[src/rtl/posit_scale_if.sv]
// Handshake and operand/result bundle between posit decoders, the scale combiner
// and the encode stage.
interface posit_scale_if #(
  parameter int unsigned ES     = 3,
  parameter int unsigned K_BITS = 6
);
  localparam int unsigned SCALE_W = ES + K_BITS + 1;

  logic                      in_valid;
  logic                      in_ready;
  logic                      op;
  logic signed [K_BITS-1:0]  k_A;
  logic signed [K_BITS-1:0]  k_B;
  logic        [ES-1:0]      exp_A;
  logic        [ES-1:0]      exp_B;
  logic                      sign_A;
  logic                      sign_B;
  logic                      nar_A;
  logic                      nar_B;
  logic                      zero_A;
  logic                      zero_B;

  logic                      out_valid;
  logic                      out_ready;
  logic signed [SCALE_W-1:0] scale_out;
  logic signed [K_BITS-1:0]  k_out;
  logic        [ES-1:0]      exp_out;
  logic                      sign_out;
  logic                      nar_out;
  logic                      zero_out;
  logic                      ovf;
  logic                      udf;

  modport slave (
    input  in_valid, op, k_A, k_B, exp_A, exp_B, sign_A, sign_B,
           nar_A, nar_B, zero_A, zero_B, out_ready,
    output in_ready, out_valid, scale_out, k_out, exp_out,
           sign_out, nar_out, zero_out, ovf, udf
  );

  modport master (
    output in_valid, op, k_A, k_B, exp_A, exp_B, sign_A, sign_B,
           nar_A, nar_B, zero_A, zero_B, out_ready,
    input  in_ready, out_valid, scale_out, k_out, exp_out,
           sign_out, nar_out, zero_out, ovf, udf
  );
endinterface

[src/rtl/posit_scale_unit.sv]
// Combines two decoded posit scales (add for multiply, subtract for divide), clamps to
// the posit dynamic range and re-splits the result into regime/exponent form.
module posit_scale_unit #(
  parameter int unsigned N      = 32,
  parameter int unsigned ES     = 3,
  parameter int unsigned K_BITS = 6
) (
  input logic           clk,
  input logic           rst,
  posit_scale_if.slave  bus
);
  localparam int unsigned SCALE_W = ES + K_BITS + 1;
  localparam int          MaxScaleInt = (N - 2) * (2 ** ES);
  localparam logic signed [SCALE_W-1:0] MaxScale = SCALE_W'(MaxScaleInt);
  localparam logic signed [SCALE_W-1:0] MinScale = SCALE_W'(-MaxScaleInt);

  typedef enum logic [2:0] {StIdle, StLoad, StCombine, StClamp, StHold} state_e;
  state_e state_q, state_d;

  logic                      op_q;
  logic signed [K_BITS-1:0]  k_a_q, k_b_q;
  logic        [ES-1:0]      exp_a_q, exp_b_q;
  logic                      sign_a_q, sign_b_q, nar_a_q, nar_b_q, zero_a_q, zero_b_q;
  logic signed [SCALE_W-1:0] s_a_q, s_b_q, raw_q;
  logic                      sign_q;

  logic signed [SCALE_W-1:0] scale_q;
  logic signed [K_BITS-1:0]  k_out_q;
  logic        [ES-1:0]      exp_out_q;
  logic                      sign_out_q, nar_out_q, zero_out_q, ovf_q, udf_q;

  logic                      in_ready, out_valid;
  logic signed [SCALE_W-1:0] clamp_c;
  logic                      nar_c, zero_c, ovf_c, udf_c, sign_c;

  function automatic logic signed [SCALE_W-1:0] to_scale(logic signed [K_BITS-1:0] k,
                                                         logic [ES-1:0] e);
    logic signed [SCALE_W-1:0] kx;
    kx = {{(SCALE_W - K_BITS){k[K_BITS-1]}}, k};
    return (kx <<< ES) | {{(SCALE_W - ES){1'b0}}, e};
  endfunction

  always_ff @(posedge clk) begin
    if (rst) state_q <= StIdle;
    else     state_q <= state_d;
  end

  always_comb begin
    state_d   = state_q;
    in_ready  = 1'b0;
    out_valid = 1'b0;
    unique case (state_q)
      StIdle: begin
        in_ready = 1'b1;
        if (bus.in_valid) state_d = StLoad;
      end
      StLoad:    state_d = StCombine;
      StCombine: state_d = StClamp;
      StClamp:   state_d = StHold;
      StHold: begin
        out_valid = 1'b1;
        if (bus.out_ready) state_d = StIdle;
      end
      default:   state_d = StIdle;
    endcase
  end

  // Divide by zero is NaR; specials override every numeric result.
  always_comb begin
    nar_c   = nar_a_q | nar_b_q | (op_q & zero_b_q);
    zero_c  = ~nar_c & (zero_a_q | (~op_q & zero_b_q));
    clamp_c = raw_q;
    ovf_c   = 1'b0;
    udf_c   = 1'b0;
    sign_c  = sign_q;
    if (raw_q > MaxScale) begin
      clamp_c = MaxScale;
      ovf_c   = 1'b1;
    end else if (raw_q < MinScale) begin
      clamp_c = MinScale;
      udf_c   = 1'b1;
    end
    if (nar_c || zero_c) begin
      clamp_c = '0;
      ovf_c   = 1'b0;
      udf_c   = 1'b0;
      sign_c  = 1'b0;
    end
  end

  always_ff @(posedge clk) begin
    if (rst) begin
      op_q       <= 1'b0;
      k_a_q      <= '0;
      k_b_q      <= '0;
      exp_a_q    <= '0;
      exp_b_q    <= '0;
      sign_a_q   <= 1'b0;
      sign_b_q   <= 1'b0;
      nar_a_q    <= 1'b0;
      nar_b_q    <= 1'b0;
      zero_a_q   <= 1'b0;
      zero_b_q   <= 1'b0;
      s_a_q      <= '0;
      s_b_q      <= '0;
      raw_q      <= '0;
      sign_q     <= 1'b0;
      scale_q    <= '0;
      k_out_q    <= '0;
      exp_out_q  <= '0;
      sign_out_q <= 1'b0;
      nar_out_q  <= 1'b0;
      zero_out_q <= 1'b0;
      ovf_q      <= 1'b0;
      udf_q      <= 1'b0;
    end else begin
      case (state_q)
        StIdle: begin
          if (bus.in_valid) begin
            op_q       <= bus.op;
            k_a_q      <= bus.k_A;
            k_b_q      <= bus.k_B;
            exp_a_q    <= bus.exp_A;
            exp_b_q    <= bus.exp_B;
            sign_a_q   <= bus.sign_A;
            sign_b_q   <= bus.sign_B;
            nar_a_q    <= bus.nar_A;
            nar_b_q    <= bus.nar_B;
            zero_a_q   <= bus.zero_A;
            zero_b_q   <= bus.zero_B;
            // Results of the previous operation never leak into the next one.
            scale_q    <= '0;
            k_out_q    <= '0;
            exp_out_q  <= '0;
            sign_out_q <= 1'b0;
            nar_out_q  <= 1'b0;
            zero_out_q <= 1'b0;
            ovf_q      <= 1'b0;
            udf_q      <= 1'b0;
          end
        end
        StLoad: begin
          s_a_q <= to_scale(k_a_q, exp_a_q);
          s_b_q <= to_scale(k_b_q, exp_b_q);
        end
        StCombine: begin
          raw_q  <= op_q ? (s_a_q - s_b_q) : (s_a_q + s_b_q);
          sign_q <= sign_a_q ^ sign_b_q;
        end
        StClamp: begin
          scale_q    <= clamp_c;
          k_out_q    <= K_BITS'(clamp_c >>> ES);
          exp_out_q  <= clamp_c[ES-1:0];
          sign_out_q <= sign_c;
          nar_out_q  <= nar_c;
          zero_out_q <= zero_c;
          ovf_q      <= ovf_c;
          udf_q      <= udf_c;
        end
        default: ;
      endcase
    end
  end

  assign bus.in_ready  = in_ready;
  assign bus.out_valid = out_valid;
  assign bus.scale_out = scale_q;
  assign bus.k_out     = k_out_q;
  assign bus.exp_out   = exp_out_q;
  assign bus.sign_out  = sign_out_q;
  assign bus.nar_out   = nar_out_q;
  assign bus.zero_out  = zero_out_q;
  assign bus.ovf       = ovf_q;
  assign bus.udf       = udf_q;
endmodule

[src/flat_wrapper.sv]
// flat-port wrapper written by rule: the top's interface ports become plain ports
module posit_scale_unit_flat 
#(
  parameter int unsigned N      = 32,
  parameter int unsigned ES     = 3,
  parameter int unsigned K_BITS = 6
)
  (clk, rst, bus_in_valid, bus_op, bus_k_A, bus_k_B, bus_exp_A, bus_exp_B, bus_sign_A, bus_sign_B, bus_nar_A, bus_nar_B, bus_zero_A, bus_zero_B, bus_out_ready, bus_in_ready, bus_out_valid, bus_scale_out, bus_k_out, bus_exp_out, bus_sign_out, bus_nar_out, bus_zero_out, bus_ovf, bus_udf);
  posit_scale_if #(.ES(ES), .K_BITS(K_BITS)) bus_i ();
  input logic clk;
  input logic rst;
  input wire logic [$bits(bus_i.in_valid)-1:0] bus_in_valid;
  input wire logic [$bits(bus_i.op)-1:0] bus_op;
  input wire logic [$bits(bus_i.k_A)-1:0] bus_k_A;
  input wire logic [$bits(bus_i.k_B)-1:0] bus_k_B;
  input wire logic [$bits(bus_i.exp_A)-1:0] bus_exp_A;
  input wire logic [$bits(bus_i.exp_B)-1:0] bus_exp_B;
  input wire logic [$bits(bus_i.sign_A)-1:0] bus_sign_A;
  input wire logic [$bits(bus_i.sign_B)-1:0] bus_sign_B;
  input wire logic [$bits(bus_i.nar_A)-1:0] bus_nar_A;
  input wire logic [$bits(bus_i.nar_B)-1:0] bus_nar_B;
  input wire logic [$bits(bus_i.zero_A)-1:0] bus_zero_A;
  input wire logic [$bits(bus_i.zero_B)-1:0] bus_zero_B;
  input wire logic [$bits(bus_i.out_ready)-1:0] bus_out_ready;
  output wire logic [$bits(bus_i.in_ready)-1:0] bus_in_ready;
  output wire logic [$bits(bus_i.out_valid)-1:0] bus_out_valid;
  output wire logic [$bits(bus_i.scale_out)-1:0] bus_scale_out;
  output wire logic [$bits(bus_i.k_out)-1:0] bus_k_out;
  output wire logic [$bits(bus_i.exp_out)-1:0] bus_exp_out;
  output wire logic [$bits(bus_i.sign_out)-1:0] bus_sign_out;
  output wire logic [$bits(bus_i.nar_out)-1:0] bus_nar_out;
  output wire logic [$bits(bus_i.zero_out)-1:0] bus_zero_out;
  output wire logic [$bits(bus_i.ovf)-1:0] bus_ovf;
  output wire logic [$bits(bus_i.udf)-1:0] bus_udf;
  assign bus_i.in_valid = bus_in_valid;
  assign bus_i.op = bus_op;
  assign bus_i.k_A = bus_k_A;
  assign bus_i.k_B = bus_k_B;
  assign bus_i.exp_A = bus_exp_A;
  assign bus_i.exp_B = bus_exp_B;
  assign bus_i.sign_A = bus_sign_A;
  assign bus_i.sign_B = bus_sign_B;
  assign bus_i.nar_A = bus_nar_A;
  assign bus_i.nar_B = bus_nar_B;
  assign bus_i.zero_A = bus_zero_A;
  assign bus_i.zero_B = bus_zero_B;
  assign bus_i.out_ready = bus_out_ready;
  assign bus_in_ready = bus_i.in_ready;
  assign bus_out_valid = bus_i.out_valid;
  assign bus_scale_out = bus_i.scale_out;
  assign bus_k_out = bus_i.k_out;
  assign bus_exp_out = bus_i.exp_out;
  assign bus_sign_out = bus_i.sign_out;
  assign bus_nar_out = bus_i.nar_out;
  assign bus_zero_out = bus_i.zero_out;
  assign bus_ovf = bus_i.ovf;
  assign bus_udf = bus_i.udf;
  posit_scale_unit #(.N(N), .ES(ES), .K_BITS(K_BITS)) u_core (.clk(clk), .rst(rst), .bus(bus_i));
endmodule
[config.mk]
export PLATFORM = sky130hd
export DESIGN_NAME = posit_scale_unit_flat
export DESIGN_NICKNAME = d
export VERILOG_FILES = /design/src/rtl/posit_scale_if.sv /design/src/rtl/posit_scale_unit.sv /design/src/flat_wrapper.sv
export SDC_FILE = /design/constraint.sdc
export NUM_CORES = 1
export LEC_CHECK = 0
export CAP_MARGIN = 10
export CORE_AREA = 2 2 78 117
export DETAILED_ROUTE_END_ITERATION = 8
export DIE_AREA = 0 0 80 119
export PLACE_DENSITY = 0.62
export SYNTH_ARGS = -nofsm -noshare
export SYNTH_HDL_FRONTEND = slang
export SYNTH_SLANG_ARGS = --single-unit
[constraint.sdc]
create_clock -name clk -period 3.2 [get_ports clk]
set_input_delay 0.64 -clock clk [delete_from_list [all_inputs] [get_ports clk]]
set_output_delay 0.64 -clock clk [all_outputs]
set_load 0.02 [all_outputs]
* Word level (Yosys, flattened, before mapping)
Index checks and enable logic that the tools add are counted.
** Word-level totals
- Register bits :: 83
- Bits of input ports :: 29
- Output and inout bits :: 26
- Logic and storage cells :: 78
** Operators by class
- Add/sub/neg operators :: 2
- Magnitude comparators :: 2
- Equality and inequality tests :: 6
- Muxes and demuxes :: 27
- Bitwise gates (word level) :: 11
- Reductions and logical operators :: 6
** Operators with widths (count)
- 10-bit two-way mux :: 5
- 10-bit by 3-bit OR with 10-bit output :: 2
- 10-bit one-hot mux with 2 select lines :: 1
- 3-bit one-hot mux with 5 select lines :: 1
- 6-bit one-hot mux with 2 select lines :: 1
- 10-bit adder :: 1
- 10-bit by 9-bit greater-than comparator with 1-bit output, second input constant :: 1
- 10-bit by 9-bit less-than comparator with 1-bit output, second input constant :: 1
- 1-bit one-hot mux with 2 select lines :: 5
- 10-bit subtractor :: 1
- 1-bit two-way mux :: 9
- 3-bit two-way mux :: 3
- 3-bit by 2-bit == test with 1-bit output, second input constant :: 2
- 6-bit two-way mux :: 1
- 3-bit one-hot mux with 2 select lines :: 1
- 2-bit AND reduction :: 3
- 2-bit inequality test, second input constant :: 2
- 1-bit AND :: 3
- 3-bit by 1-bit == test with 1-bit output, second input constant :: 1
- 3-bit == test, second input constant :: 1
- 3-bit zero test :: 1
- 1-bit OR :: 3
- 1-bit inverter :: 2
- 2-bit nonzero test :: 1
- other kinds (2) :: 2

* Longest topological paths before layout
Gate-level depths: netlist (run 1).
- Word-level depth :: 7
- Gate-level depth with buffers :: 11
- Gate-level depth less buffers :: 11

* Worst setup path before layout (run 1)
Ideal clock, no wire load.
- Path type :: register to register
- Start point :: register u_core.op_q
- End point :: register u_core.raw_q[9]
- Setup time :: 0.091 ns
- Arrival :: 2.411 ns
- Required time :: 3.109 ns
- Slack :: 0.698 ns
- Stages on the path, launching flop included :: 10
- Buffers on the path :: 1
- Clock period less this slack :: 2.502 ns
- Cell sequence :: dfxtp_1 > clkbuf_1 > a21oi_1 > xnor2_1 > ha_1 > and2_1 > a311oi_1 > a211oi_1 > or3_1 > a311oi_1
** On the way
- Longest elaborated chain between the ends :: 1
** RTL lines
- from (decl) :: RTL line posit_scale_unit.sv:20 : logic op_q;
- from (signal assigned) :: RTL line posit_scale_unit.sv:120 : op_q <= bus.op;
- 10-bit two-way mux :: RTL line posit_scale_unit.sv:147 : raw_q <= op_q ? (s_a_q - s_b_q) : (s_a_q + s_b_q);
- to (signal assigned) :: RTL line posit_scale_unit.sv:147
- to (decl) :: RTL line posit_scale_unit.sv:24 : logic signed [SCALE_W-1:0] s_a_q, s_b_q, raw_q;
No other way between the ends.
A chain may end at the register's enable or synchronous reset.

* Worst setup path in the final report (run 1)
- Start point :: register u_core.s_b_q[0]
- End point :: register u_core.raw_q[9]
** On the way
- Longest elaborated chain between the ends :: 2
- Elaborated cells between the ends (all ways) :: 3
- Classes of those cells :: add/sub: 2; mux: 1
** RTL lines
- from (decl) :: RTL line posit_scale_unit.sv:24
- from (signal assigned) :: RTL line posit_scale_unit.sv:144 : s_b_q <= to_scale(k_b_q, exp_b_q);
- 10-bit adder or 10-bit subtractor (tied branches) :: RTL line posit_scale_unit.sv:147
- 10-bit two-way mux (*) :: RTL line posit_scale_unit.sv:147
Every way passes the cells marked *; elsewhere a longest branch is shown, timed or not.

==> results.toml, run 1 <==
[clocking]
htreeDepth = 3
clk_latency_ns = 0.33
cts_inserted_buffers = 9
clockRootBuffer = "clkbuf_16"
cts_tree = "yes"
ctsHoldBuffers = 0
clock-sinks = 72
clock_path_buffers = 2
ctsResizeCount = 0
clk_pin_slew_worst_paths_ns = 0.06
cts_setup_buffers = 0

[synthesis]
async_flop_share = 0
synth-main-ff-cell = "dfxtp_1"
postSynthCellCount = 414
synth_top_area_frac = 0.434
syn_nets = 455
synthDistinctLibCells = 47
ys_warn_count = 0
yosysTopAreaCell = "dfxtp_1"
synth.avg_cell_area_um2 = 8.03
synth-seq-area-share = 0.434
synthTopCellsByArea = "dfxtp_1, nand2_1, a21oi_1"
synth_edf_count = 0
ys_ff_latch = 72
mappedNetlistArea_um2 = 3320

[grt]
grt_max_degree = 39
track_usage = 0.163
grt_overflow_total = 0
grt_pass1_vias = 2710
grt_pass1_wl_mm = 12.2
antenna_found_initial = 0

[timing]
final-hold-violation-count = 0
final.setup.tns_ns = 0
rsz0062_at_grt = "no"
fin_skew_ns = 0.00444
slew_headroom = 0.307
period_share = 0.857
fmax_ghz = 0.364
setup_violations = 0
maxSlewViolCount = 0
tightest_slew_ns = 1.03
fin_crit_ns = 2.74

[route]
drc = 0
drtIter0Drc = 110
antenna_left = 0
wl_mm = 7.10
firstDrtPassIters = 4
num_vias = 2841
wl_per_cell_um = 12.6
drt-vias-per-instance = 5.03

[floorplan]
rows = 42
start_util = 0.386
die_w_um = 80
num_io_pins = 55
die_y_um = 119
fp.coreArea_um2 = 8620
die-area_um2 = 9520

[power_and_ir_drop]
power.leakage_nw = 1.52
p_per_area_nw_per_um2 = 602
total_power_mw = 2.53
ir_drop_v = 0.000398

[setup_path]
cp_cell_sequence = "inv_1 -> ha_1 -> a21oi_1 -> xnor2_1 -> ha_1 -> and2_1 -> a311oi_1 -> a211oi_1 -> or3_1 -> a311oi_1"
cp.arrival_ns = 2.99
crit_required_ns = 3.44
crit_fanout = 5
cp-start-kind = "flop"
critPathKind = "flop to flop"
end_kind = "flop"
slowest_stage = "a311oi_1"
slowest_delay_ns = 0.40

[final_layout]
multi_input_area_um2 = 1680
utilization = 0.488
area_growth_pct = 26.5
final_cell_mix = "nand2_1, dfxtp_1, a21oi_1, clkdlybuf4s50_1, nor2_1"
seq_area_um2 = 1440
diodes = 0
fin_cells = 565
final_common_cell = "nand2_1"
fin_nets = 491
drive_above_1_share = 0.0571
nFillCells = 875

[placed_design]
place_inst = 549
place_congestion = 0.836
dp_hpwl_mm = 5.22
port_buffers = 54

[run]
maxCapViolations = 0

[status]
status = "finished clean"

[worst_hold_path]
hp-class = "flop to flop"
synthesized netlist by cell type, types with 5 or more instances:
cell type,instances
buf_4,9
dfxtp_1,72
ha_1,11
o21ai_0,7
nand2_1,101
xnor2_1,10
a32oi_1,5
a21oi_1,66
inv_1,11
clkbuf_1,19
nor2_1,26
nor3_1,6
a22oi_1,7
worst paths after layout:
path,startpoint,to,slack [ns],depth (start not counted)
worst min register to register,u_core.exp_a_q[1],u_core.s_a_q[1],0.45,2
worst min-delay path,u_core.exp_a_q[1],u_core.s_a_q[1],0.45,2
worst max register to register,u_core.s_b_q[0],u_core.raw_q[9],0.46,10
worst max-delay path,u_core.s_b_q[0],u_core.raw_q[9],0.46,10
worst max-delay path: cells and delay by family, from the launching register on:
kind,cells,cell delay [ns]
xor+xnor,1,0.14
compound gates,4,0.98
simple gates,2,0.55
fa+ha+maj,2,0.53
flops,1,0.39
buf+inv,1,0.07
cell type report:
class / instances / area share
clock buffers: 9 / 0.0536
clock inverters: 7 / 0.0280
inverters: 11 / 0.00982
multi-input cells: 299 / 0.400
flip-flops and latches: 72 / 0.343
well taps: 110 / 0.0327
repair buffers: 57 / 0.133
power breakdown:
part,total (mW),switching (mW),leakage (nW),internal (mW)
Combinational,0.398,0.225,0.768,0.172
Sequential,0.995,0.0471,0.585,0.947
Clock,1.14,0.378,0.170,0.762
per-layer routing:
layer  vias up  track usage  part of all wire
met4         0       0.0636             0.016
met5         -            0                 0
met1      1294        0.176              0.41
li1       1494            -                 -
met2        47        0.292              0.54
met3         6       0.0477             0.030
flip-flops by register name, summed over array words and instances, names as in the netlist, 2 cells and up:
register	flops
u_core.bus.k_out	5
u_core.bus.scale_out	3
u_core.s_a_q	9
u_core.s_b_q	9
u_core.exp_a_q	3
u_core.k_a_q	6
u_core.state_q	3
u_core.exp_b_q	3
u_core.k_b_q	6
u_core.raw_q	10
u_core.bus.exp_out	2
cells by family (layout without fill, tap and decap cells):
group | after synthesis | after routing | share of synthesized area
adders and majority gates | 12 | 12 | 0.0474
AOI/OAI and AO/OA | 107 | 107 | 0.193
DFF | 72 | 72 | 0.434
buffers and inverters | 43 | 84 | 0.0602
muxes | 2 | 2 | 0.00602
and+or+nand+nor | 167 | 167 | 0.231
xor gates and xnor gates | 11 | 11 | 0.0290
stage by stage:
| step | hold WS (ns) | setup WS, ns | cell area [µm²] |
|---|---|---|---|
| global placement | 0.439 | 0.615 | 3860 |
| global route | 0.466 | 0.185 | 4200 |
| finish | 0.447 | 0.456 | 4200 |
| detailed placement | 0.442 | 0.513 | 3860 |
| CTS | 0.451 | 0.473 | 4200 |
| floorplan | 0.432 | 0.698 | 3320 |
Note: power is estimated with default switching activity, not from simulation.
==> run 2, diff against run 1 <==
- CTS_BUF_LIST: default -> sky130_fd_sc_hd__clkbuf_2 sky130_fd_sc_hd__clkbuf_4 sky130_fd_sc_hd__clkbuf_8
- SETUP_SLACK_MARGIN: default -> 0.3
==> run 2 against run 1 <==
  * Core utilization shrank 1.1 points
  * Setup slack gained 0.12 ns
  * Critical path depth is the same
  * Wire length shrank 1.3%
==> results.toml, run 2 (synthesis gave the netlist of run 1 again) <==
[power_and_ir_drop]
seq_power_share = 0.440
swShare = 0.274
internal_power_mw = 1.64
ir_drop_v = 0.000433
clockPowerShare = 0.384
power.leakage_nw = 1.48
power_frac_comb = 0.176
switching_power_mw = 0.619
p_per_area_nw_per_um2 = 549

[final_layout]
nFillCells = 886
diodes = 0
fin_cells = 565
top_regs = "u_core.raw_q x10, u_core.s_a_q x9, u_core.s_b_q x9"
area_growth_pct = 23.6
regMostFlops = "u_core.raw_q"
final_common_cell = "nand2_1"
drive_above_1_share = 0.0593
largest_reg_flops = 10
final_cell_mix = "nand2_1, dfxtp_1, a21oi_1, clkdlybuf4s50_1, nor2_1"
fin_nets = 491

[placed_design]
dp_hpwl_mm = 5.22
place_congestion = 0.836
port_buffers = 54
place_inst = 549

[clocking]
clockRootBuffer = "clkbuf_8"
cts_tree = "yes"
ctsHoldBuffers = 0
ctsResizeCount = 0
clock_path_buffers = 2
cts_inserted_buffers = 9
cts_setup_buffers = 0
clock-sinks = 72
clk_pin_slew_worst_paths_ns = 0.08
htreeDepth = 3
clk_latency_ns = 0.35

[floorplan]
rows = 42
die_w_um = 80
die-area_um2 = 9520
num_io_pins = 55
start_util = 0.386
fp.coreArea_um2 = 8620
die_y_um = 119

[setup_path]
critPathKind = "flop to flop"
end_kind = "flop"
crit_required_ns = 3.47
cp-start-kind = "flop"
crit_fanout = 5
cp.arrival_ns = 2.89

[route]
drt-vias-per-instance = 5.04
drc = 0
num_vias = 2846
antenna_left = 0
wl_mm = 7.01
firstDrtPassIters = 4
drtIter0Drc = 94
wl_per_cell_um = 12.4

[grt]
track_usage = 0.162
grt_pass1_wl_mm = 12.1
grt_max_degree = 39
grt_overflow_total = 0
grt_pass1_vias = 2677
antenna_found_initial = 0

[status]
status = "finished clean"

[timing]
maxSlewViolCount = 0
fin_skew_ns = 0.00690
slew_headroom = 0.320
period_share = 0.819
hold_slack_ns = 0.448
rsz0062_at_grt = "no"
fmax_ghz = 0.381
tightest_slew_ns = 1.02
final-hold-violation-count = 0
fin_crit_ns = 2.62
final.setup.tns_ns = 0
setup_violations = 0

[worst_hold_path]
hp-class = "flop to flop"

[run]
maxCapViolations = 0
[run 2: layout make-up]
| cell class | instances | area, µm² | area share |
|---|---|---|---|
| multi-input cells | 299 | 1690 | 0.411 |
| inverters | 11 | 41.3 | 0.0101 |
| repair buffers | 57 | 558 | 0.136 |
| clock inverters | 7 | 118 | 0.0286 |
| well taps | 110 | 138 | 0.0335 |
| clock buffers | 9 | 124 | 0.0302 |
| flip-flops and latches | 72 | 1440 | 0.351 |
[run 2: final timing paths]
kind                                         from         endpoint  slack (ns)  cells after the start
worst max-delay path              u_core.s_b_q[0]  u_core.raw_q[9]        0.58                     10
worst min-delay path            u_core.exp_a_q[1]  u_core.s_a_q[1]        0.45                      2
worst max register to register    u_core.s_b_q[0]  u_core.raw_q[9]        0.58                     10
worst min register to register  u_core.exp_a_q[1]  u_core.s_a_q[1]        0.45                      2
[run 2: metrics by stage]
step	worst slack [ns]	instance area (µm²)	total power [mW]	util
final	0.578	4110	2.26	0.477
after global routing	0.334	4110	2.38	0.477
after CTS	0.477	4100	2.28	0.476
after detailed placement	0.513	3860	1.41	0.448
after global placement	0.615	3860	1.41	0.448
after floorplan	0.698	3320	1.30	-
[run 2: worst max-delay path, cell delays in order, from the launching register on]
cell and delay, ns:
dfxtp_1 0.40, inv_1 0.07, ha_1 0.23, a21oi_1 0.17, xnor2_1 0.14, ha_1 0.30, and2_1 0.20, a311oi_2 0.28
a211oi_1 0.14, or3_1 0.35, a311oi_1 0.24
[run 2: metal layers]
metal / GRT usage / vias up / routed length, µm
li1: - / 1493 / -
met1: 0.177 / 1283 / 2900
met2: 0.285 / 58 / 3700
met3: 0.0477 / 12 / 263
met4: 0.0667 / 0 / 148
met5: 0 / - / 0
[run 2: power by group through the flow]
stage | clock network, mW | logic, mW | registers, mW
4_1_cts | 0.884 | 0.400 | 0.993
3_5_place_dp | 0 | 0.398 | 1.01
5_1_grt | 0.929 | 0.452 | 1.00
6_report | 0.866 | 0.398 | 0.993
3_3_place_gp | 0 | 0.395 | 1.01
2_1_floorplan | 0 | 0.304 | 0.993
==> run 3, diff against run 2 <==
- clock period: 3.2 -> 2.7 ns (I/O delays scaled with it)
==> run 3 against run 2 <==
  * Core utilization grew 1.5 points
  * Non-clock buffer count rose by 6
  * Register-to-register slack lost 0.28 ns
  * First-iteration DRC count increased by 53%
  * Largest power group unchanged
  * Highest routed layer unchanged
==> results.toml, run 3 (synthesis gave the netlist of run 1 again) <==
[setup_path]
cp_cell_sequence = "inv_2 -> ha_4 -> a21oi_2 -> xnor2_1 -> ha_1 -> and2_4 -> a311oi_4 -> a211oi_2 -> or3_1 -> a311oi_1"
slowest_stage = "dfxtp_4"
end_kind = "flop"
r2r_cells = 10
slowest_delay_ns = 0.39
crit_required_ns = 2.95
cp-start-kind = "flop"
critPathKind = "flop to flop"
crit_fanout = 5
cp.arrival_ns = 2.65

[grt]
grt_pass1_wl_mm = 12.3
grt_pass1_vias = 2718
grt_max_degree = 31
track_usage = 0.164
grt_overflow_total = 0
antenna_found_initial = 0

[final_layout]
drive_above_1_share = 0.121
top_regs = "u_core.raw_q x10, u_core.s_a_q x9, u_core.s_b_q x9"
diodes = 0
regMostFlops = "u_core.raw_q"
nFillCells = 892
final_common_cell = "nand2_1"
final_cell_area_um2 = 4230
multi_input_area_um2 = 1790
area_growth_pct = 27.4
final_cell_mix = "nand2_1, dfxtp_1, a21oi_1, clkdlybuf4s50_1, nor2_1"
seq_area_um2 = 1450
fin_cells = 571
fin_nets = 497
largest_reg_flops = 10

[power_and_ir_drop]
seq_power_share = 0.451
swShare = 0.291
internal_power_mw = 1.85
p_per_area_nw_per_um2 = 617
power_frac_comb = 0.206
switching_power_mw = 0.759
clockPowerShare = 0.343
power.leakage_nw = 1.52
ir_drop_v = 0.000347

[placed_design]
dpl_cell_area_um2 = 3890
dp_hpwl_mm = 5.39
place_inst = 551
port_buffers = 54
place_congestion = 0.860

[floorplan]
die_y_um = 119
fp.coreArea_um2 = 8620
die-area_um2 = 9520
die_w_um = 80
num_io_pins = 55
start_util = 0.386
rows = 42

[timing]
setup_violations = 0
fmax_ghz = 0.416
maxSlewViolCount = 0
fin_skew_ns = 0.00779
slew_headroom = 0.392
fin_crit_ns = 2.40
tightest_slew_ns = 0.908
final.setup.tns_ns = 0
final-hold-violation-count = 0
period_share = 0.890
rsz0062_at_grt = "yes"

[route]
drtIter0Drc = 144
wl_per_cell_um = 13.2
num_vias = 2924
drt-vias-per-instance = 5.12
antenna_left = 0
wl_mm = 7.51
drc = 0
firstDrtPassIters = 6

[run]
maxCapViolations = 0

[clocking]
clock-sinks = 72
cts_tree = "yes"
htreeDepth = 3
clk_pin_slew_worst_paths_ns = 0.07
cts_inserted_buffers = 9
ctsHoldBuffers = 0
clock_path_buffers = 2
clockRootBuffer = "clkbuf_8"
clk_latency_ns = 0.36

[status]
status = "finished clean"

[worst_hold_path]
whs_path_depth = 2
hp-class = "flop to flop"
==> run 3: per-layer routing <==
metal | routed length [µm] | track usage | part of all wire | vias to the layer above
met5 | 0 | 0 | 0 | -
met4 | 178 | 0.0879 | 0.024 | 0
met3 | 240 | 0.0341 | 0.032 | 13
met2 | 4060 | 0.286 | 0.54 | 62
met1 | 3030 | 0.182 | 0.40 | 1341
li1 | - | - | - | 1508
==> run 3: power groups by stage <==
stage	registers [mW]	clock network [mW]	logic [mW]
after floorplan	1.18	0	0.364
after global placement	1.20	0	0.475
after detailed placement	1.20	0	0.480
after CTS	1.18	0.919	0.499
after global routing	1.19	0.959	0.594
final	1.18	0.896	0.538
==> run 3: timing repair <==
item | 4_1_cts | 5_1_grt
setup buffers | 1 | 3
pin swaps | 2 | 5
setup endpoints to repair | 2 | 4
resized for setup | 5 | 21
==> run 3: cell type report <==
cell class	count	share of cell area
timing repair buffer	63	0.142
clock inverter	4	0.0124
multi-input combinational	299	0.423
tap	110	0.0325
clock buffer	12	0.0375
inverter	11	0.00975
sequential	72	0.343
==> run 3: final timing paths <==
| path | slack, ns | from | to |
|---|---|---|---|
| setup / recovery | 0.30 | u_core.s_b_q[1] | u_core.raw_q[9] |
| hold / removal | 0.45 | u_core.exp_b_q[0] | u_core.s_b_q[0] |
| setup reg to reg | 0.30 | u_core.s_b_q[1] | u_core.raw_q[9] |
| hold reg to reg | 0.45 | u_core.exp_b_q[0] | u_core.s_b_q[0] |
==> run 3: through the flow <==
step                power (mW)  utilization  hold slack [ns]  worst slack (ns)
finish                    2.61        0.491            0.450             0.298
global route              2.74        0.491            0.473             0.187
CTS                       2.60        0.480            0.453             0.284
floorplan                 1.54            -            0.425             0.333
detailed placement        1.68        0.452            0.442             0.181
global placement          1.67        0.452            0.437             0.248
==> run 3: critical path: cells and delay by family (launching register included) <==
family | cells | cell delay [ns]
AND/OR/NAND/NOR | 2 | 0.55
flip-flops | 1 | 0.39
buffers and inverters | 1 | 0.05
XOR/XNOR | 1 | 0.13
adder cells (fa/ha/maj) | 2 | 0.42
AO/OA/AOI/OAI | 4 | 0.76
